### src/rtl/fetch_sequencer.sv
`default_nettype none
// ============================================================================
// Module   : fetch_sequencer
// Purpose  : Instruction fetch sequencer. Issues one instruction-memory read
//            at a time, holds the returned word for the decoder under a
//            valid/ready handshake, and services branch/jump redirects,
//            including redirects that land while a read is still in flight.
// Options  : FETCH_ALIGN_CHECK_EN -- when defined, a misaligned redirect
//            raises a sticky fault_o and halts fetching until reset. When
//            undefined, fault_o is tied low and redirect targets are forced
//            to word alignment.
// Revision : 1.0 - initial release
// ============================================================================
module fetch_sequencer #(
    parameter int unsigned       XLEN     = 32,
    parameter logic [XLEN-1:0]   RESET_PC = '0
) (
    input  logic            clk,
    input  logic            reset,
    input  logic            en,
    output logic            imem_req_o,
    output logic [XLEN-1:0] imem_addr_o,
    input  logic            imem_ack_i,
    input  logic [XLEN-1:0] imem_rdata_i,
    output logic            instr_valid_o,
    output logic [XLEN-1:0] instruction_o,
    output logic [XLEN-1:0] program_counter_o,
    input  logic            instr_ready_i,
    input  logic            redirect_i,
    input  logic [XLEN-1:0] redirect_pc_i,
    output logic            fault_o
);

    localparam logic [XLEN-1:0] PC_STEP = XLEN'(4);

    // IDLE : not fetching (en low, or halted by a fault)
    // REQ  : read strobe driven for one cycle
    // WAIT : read outstanding, waiting for the ack
    // HOLD : instruction presented to the decoder
    // DRAIN: read outstanding but its data is stale; swallow the ack
    typedef enum logic [2:0] {
        ST_IDLE  = 3'd0,
        ST_REQ   = 3'd1,
        ST_WAIT  = 3'd2,
        ST_HOLD  = 3'd3,
        ST_DRAIN = 3'd4
    } state_t;

    state_t          state;
    state_t          state_next;
    state_t          resume_state;

    logic [XLEN-1:0] pc;
    logic [XLEN-1:0] redirect_target;
    logic            redirect_misaligned;
    logic            halted;
    logic            redirect_ok;
    logic            redirect_fault;
    logic            capture;
    logic            transfer;

`ifdef FETCH_ALIGN_CHECK_EN
    logic fault_latched;

    assign redirect_misaligned = |redirect_pc_i[1:0];
    assign redirect_target     = redirect_pc_i;

    // Sticky fault: set by a misaligned redirect, cleared only by reset.
    always_ff @(posedge clk) begin
        if (reset) begin
            fault_latched <= 1'b0;
        end else if (redirect_fault) begin
            fault_latched <= 1'b1;
        end
    end

    assign halted  = fault_latched;
    assign fault_o = fault_latched;
`else
    logic unused_redirect_low;

    // The low address bits are discarded: targets are always word-aligned.
    assign unused_redirect_low = ^redirect_pc_i[1:0];
    assign redirect_misaligned = 1'b0;
    assign redirect_target     = {redirect_pc_i[XLEN-1:2], 2'b00};
    assign halted              = 1'b0;
    assign fault_o             = 1'b0;
`endif

    // A halted sequencer ignores further redirects entirely.
    assign redirect_ok    = redirect_i && !redirect_misaligned && !halted;
    assign redirect_fault = redirect_i &&  redirect_misaligned && !halted;

    // Data returned in WAIT is kept only if no redirect lands in that cycle.
    assign capture  = (state == ST_WAIT) && imem_ack_i && !redirect_i;

    // A redirect beats a simultaneous ready, so that cycle is not a transfer.
    assign transfer = (state == ST_HOLD) && instr_valid_o && instr_ready_i && !redirect_i;

    // Where the FSM goes once the current fetch is finished or abandoned.
    assign resume_state = en ? ST_REQ : ST_IDLE;

    // A redirect in REQ cancels the read strobe so the stale address never
    // reaches memory and at most one read is ever outstanding.
    assign imem_req_o  = (state == ST_REQ) && !redirect_i;
    assign imem_addr_o = imem_req_o ? pc : '0;

    // State register.
    always_ff @(posedge clk) begin
        if (reset) begin
            state <= ST_IDLE;
        end else begin
            state <= state_next;
        end
    end

    // Next-state logic.
    always_comb begin
        state_next = state;
        if (halted || redirect_fault) begin
            state_next = ST_IDLE;
        end else begin
            case (state)
                ST_IDLE: begin
                    if (en) begin
                        state_next = ST_REQ;
                    end
                end
                ST_REQ: begin
                    if (redirect_i) begin
                        state_next = resume_state;
                    end else begin
                        state_next = ST_WAIT;
                    end
                end
                ST_WAIT: begin
                    if (redirect_i) begin
                        // An ack in the same cycle retires the read, so
                        // there is nothing left to drain.
                        state_next = imem_ack_i ? resume_state : ST_DRAIN;
                    end else if (imem_ack_i) begin
                        state_next = ST_HOLD;
                    end
                end
                ST_HOLD: begin
                    if (redirect_i || instr_ready_i) begin
                        state_next = resume_state;
                    end
                end
                ST_DRAIN: begin
                    // A redirect alone only moves the pc; the ack still
                    // closes out the stale read.
                    if (imem_ack_i) begin
                        state_next = resume_state;
                    end
                end
                default: begin
                    state_next = ST_IDLE;
                end
            endcase
        end
    end

    // Fetch pc and the decoder-facing instruction register.
    always_ff @(posedge clk) begin
        if (reset) begin
            pc                <= RESET_PC;
            instr_valid_o     <= 1'b0;
            instruction_o     <= '0;
            program_counter_o <= '0;
        end else begin
            if (redirect_ok) begin
                pc <= redirect_target;
            end else if (capture) begin
                pc <= pc + PC_STEP;
            end

            if (capture) begin
                instr_valid_o     <= 1'b1;
                instruction_o     <= imem_rdata_i;
                program_counter_o <= pc;
            end else if (transfer || redirect_i) begin
                instr_valid_o     <= 1'b0;
            end
        end
    end

endmodule
`default_nettype wire

### config.mk
export PLATFORM = sky130hd
export DESIGN_NAME = fetch_sequencer
export DESIGN_NICKNAME = d
export VERILOG_FILES = /design/src/rtl/fetch_sequencer.sv
export SDC_FILE = /design/constraint.sdc
export NUM_CORES = 1
export LEC_CHECK = 0
export BUFFER_PORTS_ARGS = -buffer_cell sky130_fd_sc_hd__buf_2
export CAP_MARGIN = 10
export CORE_ASPECT_RATIO = 0.6
export CORE_MARGIN = 1
export CORE_UTILIZATION = 53
export CTS_BUF_LIST = sky130_fd_sc_hd__clkbuf_16
export DETAILED_ROUTE_END_ITERATION = 7
export PLACE_DENSITY = 0.84
export SETUP_SLACK_MARGIN = 0.05
export SLEW_MARGIN = 20
export SYNTH_ARGS = -nofsm -noshare
export SYNTH_HDL_FRONTEND = slang
export SYNTH_SLANG_ARGS = --single-unit
export TNS_END_PERCENT = 30
### constraint.sdc
create_clock -name clk -period 4.6 [get_ports clk]
set_input_delay 0.23 -clock clk [delete_from_list [all_inputs] [get_ports clk]]
set_output_delay 0.23 -clock clk [all_outputs]
set_load 0.01 [all_outputs]
# Yosys cells after proc, flatten, opt, wreduce, memory -nomap -nowiden
# Cells that the tools add are included.
# Widths: inputs -> output; s select.
dict set report totals {
  ff_bits 100
  latch_bits 0
  ram_bits 0
  rom_bits 0
  input_bits 70
  out_inout_bits 99
  memories 0
}
dict set report op_classes {
  add_sub_neg 1
  mul 0
  div 0
  n_lt_le_gt_ge 0
  eq_ne 8
  n_shift 0
  muxes 14
  n_bitwise 0
  reduce_logical 14
}
# operator count
set op_table {}
lappend op_table {{$mux 32} 3}
lappend op_table {{$add 32x3->32 const B} 1}
lappend op_table {{$mux 3} 6}
lappend op_table {{$pmux 3 s5} 1}
lappend op_table {{$eq 3x2->1 const B} 2}
lappend op_table {{$logic_and 1x1->1} 6}
lappend op_table {{$ne 2x2->1 const B} 2}
lappend op_table {{$reduce_and 4->1} 1}
lappend op_table {{$reduce_bool 2->1} 2}
lappend op_table {{$eq 3x1->1 const B} 1}
lappend op_table {{$eq 3x3->1 const B} 1}
lappend op_table {{$logic_not 3->1} 1}
lappend op_table {{$mux 1} 3}
lappend op_table {{$ne 3x3->1 const B} 1}
lappend op_table {{$logic_or 1x1->1} 2}
lappend op_table {{$mux 2} 1}
lappend op_table {{$ne 2x1->1 const B} 1}
lappend op_table {{$reduce_or 2->1} 1}
lappend op_table {{$logic_not 1->1} 1}

# Longest topological paths before layout
# Gate-level depths: netlist of the first run.
dict set report logic_depth {
  depth_word 7
  mapped_depth 7
}

# Worst setup path before layout of the first run
# OpenSTA, ideal clock, no wires.
dict set report synth_path {
  path_kind {register to register}
  startpoint {register pc[4]}
  endpoint {register pc[21]}
  setup_ns 0.091
  arrival_time_ns 1.602
  required_ns 4.509
  setup_slack_ns 2.907
  stages_incl_launch_ff 8
  path_buffers 3
  period_less_slack_ns 1.693
  path_cell_list {dfxtp_1 -> buf_2 -> and4_1 -> buf_2 -> nand4_4 -> buf_6 -> or4_1 -> a311oi_1}
}
dict set report synth_via {
  elab_chain_cells 3
}
# element line_no
set synth_lines {}
lappend synth_lines {{start, declared} 53} ;# logic [XLEN-1:0] pc;
lappend synth_lines {{start signal, assigned} 173} ;# pc <= redirect_target;
lappend synth_lines {{start signal, assigned} 175} ;# pc <= pc + PC_STEP;
lappend synth_lines {{$add 32x3->32} 175}
lappend synth_lines {{$mux 32} 174} ;# end else if (capture) begin
lappend synth_lines {{$mux 32} 172} ;# if (redirect_ok) begin
# Every way passes these cells. The select of a mux whose other input is x is not followed.
# A chain may end at the register's enable or synchronous reset.

# Final worst setup path of the first run
dict set report layout_path {
  startpoint {register state[1]}
  endpoint {register pc[18]}
}
dict set report layout_via {
  elab_chain_cells 4
}
# element line_no
set layout_lines {}
lappend layout_lines {{start, declared} 49} ;# state_t state;
lappend layout_lines {{start signal, assigned} 113} ;# state <= state_next;
lappend layout_lines {{$eq 3x2->1} 95} ;# assign capture = (state == ST_WAIT) && imem_ack_i && !redirect_i;
lappend layout_lines {{$logic_and 1x1->1 (2 in series)} 95}
lappend layout_lines {{$reduce_bool 2->1 (no line)} -}
# Every way passes these cells.

==> summary.txt, run 1 <==
================================================================================
Setup clock skew after layout                                         0.00775 ns
Cts repair resizes                                                             0
Std cell rows                                                                 25
Unrepaired setup endpoints after global routing                            false
Final clock period utilization by the worst path                           60.8%
Arrival @ worst endpoint                                                 3.04 ns
Reg2reg start                                                       state[1]$_SDFFE_PP0P_
HP Class                                                            input pin to flip-flop
Core ar.                                                                8100 µm²
Buffers inserted by post-CTS timing repair                                     0
Horizontal die dimension                                                  122 µm
Starting DRT DRC Count                                                       459
Global-route total usage across every layer                                28.4%
Minimum clock period after layout                                        2.80 ns
DP HPWL                                                                  8970 µm
Non-Filler Instances                                                         831
Sinks on the clock net                                                        96
Classification of the worst setup path                              flip-flop to flip-flop
Routed WL per cell                                                       15.7 µm
H-tree depth reported by CTS                                                   3
Yosys warning count                                                            0
Static leakage power                                                     2.33 nW
Depth of the most critical reg-to-reg path                                     4
Nature of the critical path endpoint                                   flip-flop
Clock Tree Buf Depth                                                           2
Post-layout nets                                                             789
Initial cell density of the core                                           56.4%
Largest net degree at the start of global routing                            111
Endpoint of the lowest-slack register-to-register path              pc[18]$_SDFFE_PP0P_
Multi-input logic area                                                  2390 µm²
Antenna-violating nets left                                                    0
Area added between synthesis and finish                                    22.8%
Root buf cell                                                          clkbuf_16
Slowest Stage Delay on Critical Path                                     0.66 ns
Vias in the first global route                                              4129
Required time at the endpoint of the critical path                       4.84 ns
Die Y                                                                    73.9 µm
Cell Chain, Critical Path                                           and4bb_1 -> nand4_1 -> or4_1 -> a311oi_1
Max Clk Rate                                                             357 MHz
Number of buffers added by the clock tree synthesis step                       9
GRT Residual Overflow                                                          0
Number of synthesized flops with an enable pin                                 0
Fill cell instance count of the final layout                                 688
Number of placed I/O pins                                                    169
Worst R2R Setup Slack                                                    1.80 ns
Clock transition at the registers of the reported paths                  0.07 ns
Total via count after detailed routing                                      4759
Drt first pass iters                                                           4
Final hold violation count                                                     0
Normalized max-slew margin                                                 24.9%
Status                                                              finished clean
Final max-slew violation count                                                 0
Core utilization of the finished layout                                    69.3%
Area enclosed by the die boundary                                       9010 µm²
Fraction of final layout cells with drive strength greater than 1          25.7%
Summed instance area of the synthesized netlist                         4570 µm²
P per Cell Area                                                       318 nW/µm²
Sequential cell area fraction in the yosys report                          42.0%
Worst Hold Launch                                                   imem_rdata_i[12]
Register cell area after layout                                         1920 µm²
Number of antenna violations at the first check in global routing              0
Sink of the worst hold path                                         instruction_o[12]$_SDFFE_PP0P_
Count of endpoints failing setup in the final report                           0
Routability congestion estimate                                            0.806
Dominant synthesized flop cell                                           dfxtp_1
Total of max-cap violations                                                    0
First-pass GRT wire length                                              20000 µm
Kind of launch point of the worst setup path                           flip-flop
Total wire length after detailed routing                                13000 µm
Sum of negative setup slack                                                 0 ns
Count of buffers inserted at the top-level ports                             161
Slowest cell on the critical path                                          or4_1
# diodes                                                                       0
Hold Crit Depth                                                                3
CTS Hold Bufs                                                                  0
Mean post-synth cell area                                               7.72 µm²
Worst-skew pair later-pin latency                                        0.34 ns
Flops & latches, synth                                                        96
Largest fanout of any net on the critical path                                13
Max IR drop VDD                                                         0.225 mV
Placed insts                                                                 815
Synth Instances                                                              592
Clock tree from TritonCTS                                                   done
Tightest Pin Transition                                                  1.13 ns
Number of distinct library cells after synthesis                              49
Vias per std cell                                                           5.73
Async set-or-reset flop fraction in the synthesized netlist                   0%
Remaining routing DRC violations                                               0
================================================================================
layout make-up:
| cell class | instances | area share, % |
|---|---|---|
| Multi-Input combinational cell | 437 | 42.7 |
| Sequential cell | 96 | 34.2 |
| Timing Repair Buffer | 165 | 14.9 |
| Clock buffer | 9 | 4.01 |
| Tap cell | 108 | 2.41 |
| Clock inverter | 7 | 1.14 |
| Inverter | 9 | 0.602 |
report_power, final:
group	switching [W]	leakage, nW	internal, W
clock	0.000308	0.134	0.000415
sequential	0.0000427	0.782	0.000857
combinational	0.0000920	1.41	0.0000692
total	0.000443	2.33	0.00134
cell usage after synthesis, types with 2 or more instances:
library cell,instances,area [µm²]
nand2_1,144,541
a211oi_1,11,82.6
buf_2,12,60.1
or3_1,5,31.3
o21ai_0,15,75.1
a21oi_1,71,355
nor4_2,2,25.0
and4_1,11,96.3
nor2_1,32,120
buf_1,3,11.3
nand2b_1,2,12.5
nand4_1,9,56.3
inv_1,9,33.8
buf_4,5,37.5
a311oi_1,12,105
nand4b_1,3,26.3
nand3_1,15,75.1
clkbuf_1,31,116
and3_1,4,25.0
a2111oi_0,5,43.8
nor3_1,7,35.0
xor2_1,3,26.3
nor4_1,4,25.0
dfxtp_1,96,1920
nor4b_1,3,26.3
nor2b_1,2,12.5
xnor2_1,5,43.8
and2_1,32,200
nor3b_1,5,37.5
or4_1,9,67.6
o31ai_1,6,45.0
buf_6,2,22.5
registers in the layout (all words and copies together) (netlist names):
name / flops
instruction_o: 32
pc: 30
program_counter_o: 30
state: 3
instr_valid_o: 1
placed cells by master, fill, tap and decap left out, types with 9 or more instances in the layout:
master,n
nand2_1,143
a211oi_1,11
nand4_1,9
inv_1,10
a311oi_1,12
buf_2,160
nand3_1,15
and4_1,11
o21ai_0,15
and2_1,32
clkbuf_16,9
dfxtp_1,96
a21oi_1,71
or4_1,9
nor2_1,31
cell families after synthesis:
logic type | after synthesis | share of synthesized area [%]
flip-flops | 96 | 42.0
AO/OA/AOI/OAI | 128 | 16.9
other | 1 | 0.0820
XOR/XNOR | 8 | 1.53
multiplexers | 1 | 0.246
adder cells (fa/ha/maj) | 1 | 0.274
AND/OR/NAND/NOR | 294 | 32.7
buffers and inverters | 63 | 6.27
worst max-delay path by stage:
| stage | slack (ns) | depth (start not counted) | to | from |
|---|---|---|---|---|
| detailed placement | 1.88 | 4 | pc[18]$_SDFFE_PP0P_ | state[1]$_SDFFE_PP0P_ |
| finish | 1.80 | 4 | pc[18]$_SDFFE_PP0P_ | state[1]$_SDFFE_PP0P_ |
| global placement | 1.99 | 4 | pc[18]$_SDFFE_PP0P_ | state[1]$_SDFFE_PP0P_ |
| floorplan | 2.91 | 7 | pc[21]$_SDFFE_PP0P_ | pc[4]$_SDFFE_PP0P_ |
| CTS | 1.85 | 4 | pc[18]$_SDFFE_PP0P_ | state[1]$_SDFFE_PP0P_ |
| global route | 1.63 | 4 | pc[18]$_SDFFE_PP0P_ | state[1]$_SDFFE_PP0P_ |
metrics by stage:
| stage | hold slack (ns) | power [W] | worst slack [ns] | instance area [µm²] |
|---|---|---|---|---|
| floorplan | 0.306 | 0.00101 | 2.91 | 4590 |
| global placement | 0.438 | 0.00107 | 1.99 | 5320 |
| detailed placement | 0.444 | 0.00107 | 1.88 | 5320 |
| CTS | 0.121 | 0.00179 | 1.85 | 5610 |
| global route | 0.123 | 0.00185 | 1.63 | 5610 |
| finish | 0.124 | 0.00178 | 1.80 | 5610 |
worst max-delay path, delay by kind of cell (launching register included):
family / cells / cell delay, ns
AO/OA/AOI/OAI: 1 / 0.29
flip-flops: 1 / 0.61
AND/OR/NAND/NOR: 3 / 1.81
per-layer routing:
layer / part of all wire (%) / vias to the layer above / wire length, µm / global-route usage [%]
met5: 0 / - / 0 / 0
met4: 1.3 / 0 / 174 / 9.88
met3: 7.6 / 19 / 988 / 7.06
met2: 46 / 205 / 5990 / 45.5
met1: 45 / 2224 / 5850 / 37.7
li1: - / 2311 / - / -
(Power assumes the default switching activity.)
==> run 2: changes to the inputs <==
--- a/config.mk
+++ b/config.mk
@@ -9,10 +9,10 @@
 export CAP_MARGIN = 10
 export CORE_ASPECT_RATIO = 0.6
 export CORE_MARGIN = 1
-export CORE_UTILIZATION = 53
+export CORE_UTILIZATION = 50
 export CTS_BUF_LIST = sky130_fd_sc_hd__clkbuf_16
 export DETAILED_ROUTE_END_ITERATION = 7
-export PLACE_DENSITY = 0.84
+export PLACE_DENSITY = 0.8
 export SETUP_SLACK_MARGIN = 0.05
 export SLEW_MARGIN = 20
 export SYNTH_ARGS = -nofsm -noshare
==> constraint.sdc (replaced) <==
create_clock -name clk -period 2.83 [get_ports clk]
set_input_delay 0.1415 -clock clk [delete_from_list [all_inputs] [get_ports clk]]
set_output_delay 0.1415 -clock clk [all_outputs]
set_load 0.01 [all_outputs]
==> run 2 against run 1 <==
The run now ends with DRC left. Combinational power rose by 65%. Count of clock-buffer cells in the layout unchanged. Via count is 0.15% lower. Non-clock buffer count grew 5. Critical path depth did not move. Wire length fell by 2.3%. Sequential cell count unchanged. Largest power group unchanged.
==> summary.txt, run 2 (synthesis results as in run 1) <==
================================================================================
Sequential group share of total power                                      50.9%   was 50.4%
Clock Tree Buf Depth                                                           2   unchanged
HP Class                                                            input pin to flip-flop   unchanged
Total via count after detailed routing                                      4752   was 4759
Buffers inserted by post-CTS timing repair                                     0   unchanged
# diodes                                                                       0   unchanged
Total of max-cap violations                                                    0   unchanged
Worst Hold Launch                                                   imem_rdata_i[22]   was imem_rdata_i[12]
Remaining routing DRC violations                                              11   was 0
Violated checks                                                              DRC
Proportion of power drawn by the clock network                             39.8%   was 40.5%
Root buf cell                                                          clkbuf_16   unchanged
Number of flip-flops in the largest register                                  32   unchanged
P per Cell Area                                                       506 nW/µm²   was 318 nW/µm²
Switching Share                                                            26.4%   was 24.8%
Fill cell instance count of the final layout                                 789   was 688
Cts repair resizes                                                             0   unchanged
Area enclosed by the die boundary                                       9540 µm²   was 9010 µm²
Initial cell density of the core                                           52.6%   was 56.4%
Nature of the critical path endpoint                                   flip-flop   unchanged
Most common library cell in the layout ignoring fill and taps              buf_2   unchanged
CTS Hold Bufs                                                                  0   unchanged
Vias in the first global route                                              4182   was 4129
Setup clock skew after layout                                         0.00319 ns   was 0.00775 ns
Sinks on the clock net                                                        96   unchanged
Most used cells in the layout excluding fill and tap cells          160 x buf_2, 143 x nand2_1, 96 x dfxtp_1, 71 x a21oi_1, 32 x and2_1   unchanged
Count of buffers inserted at the top-level ports                             161   unchanged
DP HPWL                                                                  9090 µm   was 8970 µm
Register cell area after layout                                         1920 µm²   unchanged
Fraction of final layout cells with drive strength greater than 1          26.6%   was 25.7%
Tightest Pin Transition                                                 0.772 ns   was 1.13 ns
Number of buffers added by the clock tree synthesis step                       9   unchanged
Area added between synthesis and finish                                    24.1%   was 22.8%
Horizontal die dimension                                                  125 µm   was 122 µm
Post-layout nets                                                             794   was 789
Status                                                              complete, but fails checks   was finished clean
Worst-skew pair later-pin latency                                        0.34 ns   about the same
Largest fanout of any net on the critical path                                13   unchanged
Count of endpoints failing setup in the final report                           0   unchanged
Routed WL per cell                                                       15.1 µm   was 15.7 µm
Max Clk Rate                                                             417 MHz   was 357 MHz
Classification of the worst setup path                              flip-flop to flip-flop   unchanged
Core ar.                                                                8690 µm²   was 8100 µm²
Arrival @ worst endpoint                                                 2.65 ns   was 3.04 ns
Minimum clock period after layout                                        2.40 ns   was 2.80 ns
Final clock period utilization by the worst path                           84.7%   was 60.8%
Multi-input logic area                                                  2390 µm²   unchanged
Clock transition at the registers of the reported paths                  0.07 ns   about the same
H-tree depth reported by CTS                                                   3   unchanged
Largest net degree at the start of global routing                             79   was 111
Slowest Stage Delay on Critical Path                                     0.65 ns   was 0.66 ns
Reg with most FFs                                                   instruction_o   unchanged
Std cell rows                                                                 26   was 25
Slowest cell on the critical path                                          or4_1   unchanged
Kind of launch point of the worst setup path                           flip-flop   unchanged
Cell area after layout                                                  5670 µm²   was 5610 µm²
Total wire length after detailed routing                                12700 µm   was 13000 µm
Normalized max-slew margin                                                 48.5%   was 24.9%
Gate power share                                                            9.3%   was 9.0%
Drt first pass iters                                                           8   was 4
Total cell area at the placement stage                                  5390 µm²   was 5320 µm²
Static leakage power                                                     2.36 nW   was 2.33 nW
Final max-slew violation count                                                 0   unchanged
First-pass GRT wire length                                              20600 µm   was 20000 µm
Number of placed I/O pins                                                    169   unchanged
Max IR drop VDD                                                         0.326 mV   was 0.225 mV
Number of antenna violations at the first check in global routing              0   unchanged
Vias per std cell                                                           5.66   was 5.73
Final hold violation count                                                     0   unchanged
Antenna-violating nets left                                                    0   unchanged
Global-route total usage across every layer                                26.8%   was 28.4%
Starting DRT DRC Count                                                       516   was 459
Required time at the endpoint of the critical path                       3.08 ns   was 4.84 ns
Worst hold margin                                                      0.0300 ns   was 0.124 ns
Sum of negative setup slack                                                 0 ns   unchanged
Cell-internal power                                                    0.00211 W   was 0.00134 W
GRT Residual Overflow                                                          0   unchanged
Net switching power                                                   0.000758 W   was 0.000443 W
Die Y                                                                    76.1 µm   was 73.9 µm
Clock tree from TritonCTS                                                   done   unchanged
Largest registers in the final layout                               instruction_o (32), pc (30), program_counter_o (30)   unchanged
Unrepaired setup endpoints after global routing                            false   unchanged
Critical path startpoint                                            state[1]$_SDFFE_PP0P_   unchanged
Routability congestion estimate                                            0.865   was 0.806
Reg2reg start                                                       state[1]$_SDFFE_PP0P_   unchanged
Cell Chain, Critical Path                                           and4bb_1 -> nand4_1 -> or4_1 -> a311oi_1   unchanged
================================================================================
==> run 2: worst max-delay path, delay by kind of cell, from the launching register on <==
kind            cells  cell delay (ns)
compound gates      1             0.28
flops               1             0.62
simple gates        3             1.41
==> run 2: stage by stage <==
stage | total power, W | cells | util, % | worst slack, ns
after floorplan | 0.00164 | 596 | - | 1.14
after CTS | 0.00289 | 840 | 65.3 | 0.452
after global routing | 0.00299 | 840 | 65.3 | 0.299
after detailed placement | 0.00175 | 824 | 62.1 | 0.488
final | 0.00287 | 840 | 65.3 | 0.432
after global placement | 0.00174 | 824 | 62.1 | 0.642
==> run 2: routing by layer <==
metal	GRT usage, %	vias up	share of wire [%]	wire length [µm]
met3	6.25	19	8.6	1100
met2	39.8	207	44	5600
met5	0	-	0	0
li1	-	2323	-	-
met1	38.4	2203	46	5850
met4	8.17	0	1.3	165
==> run 2: power groups by stage <==
stage               Sequential (W)  Clock, W  Combinational (W)
floorplan                  0.00146         0           0.000173
global placement           0.00148         0           0.000255
detailed placement         0.00149         0           0.000262
global route               0.00147   0.00123           0.000292
CTS                        0.00146   0.00117           0.000264
finish                     0.00146   0.00114           0.000266
==> run 2: final timing paths <==
check	end	slack, ns	cells after the start
hold reg to reg	program_counter_o[26]$_SDFFE_PP0P_	0.45	2
setup / recovery	pc[18]$_SDFFE_PP0P_	0.43	4
setup reg to reg	pc[18]$_SDFFE_PP0P_	0.43	4
hold / removal	instruction_o[22]$_SDFFE_PP0P_	0.03	3
==> run 2: layout make-up <==
type                            instances  share of cell area (%)
Multi-Input combinational cell        437                    42.2
Sequential cell                        96                    33.9
Timing Repair Buffer                  170                    15.9
Clock buffer                            9                    3.97
Tap cell                              112                    2.47
Clock inverter                          7                   0.971
Inverter                                9                   0.596
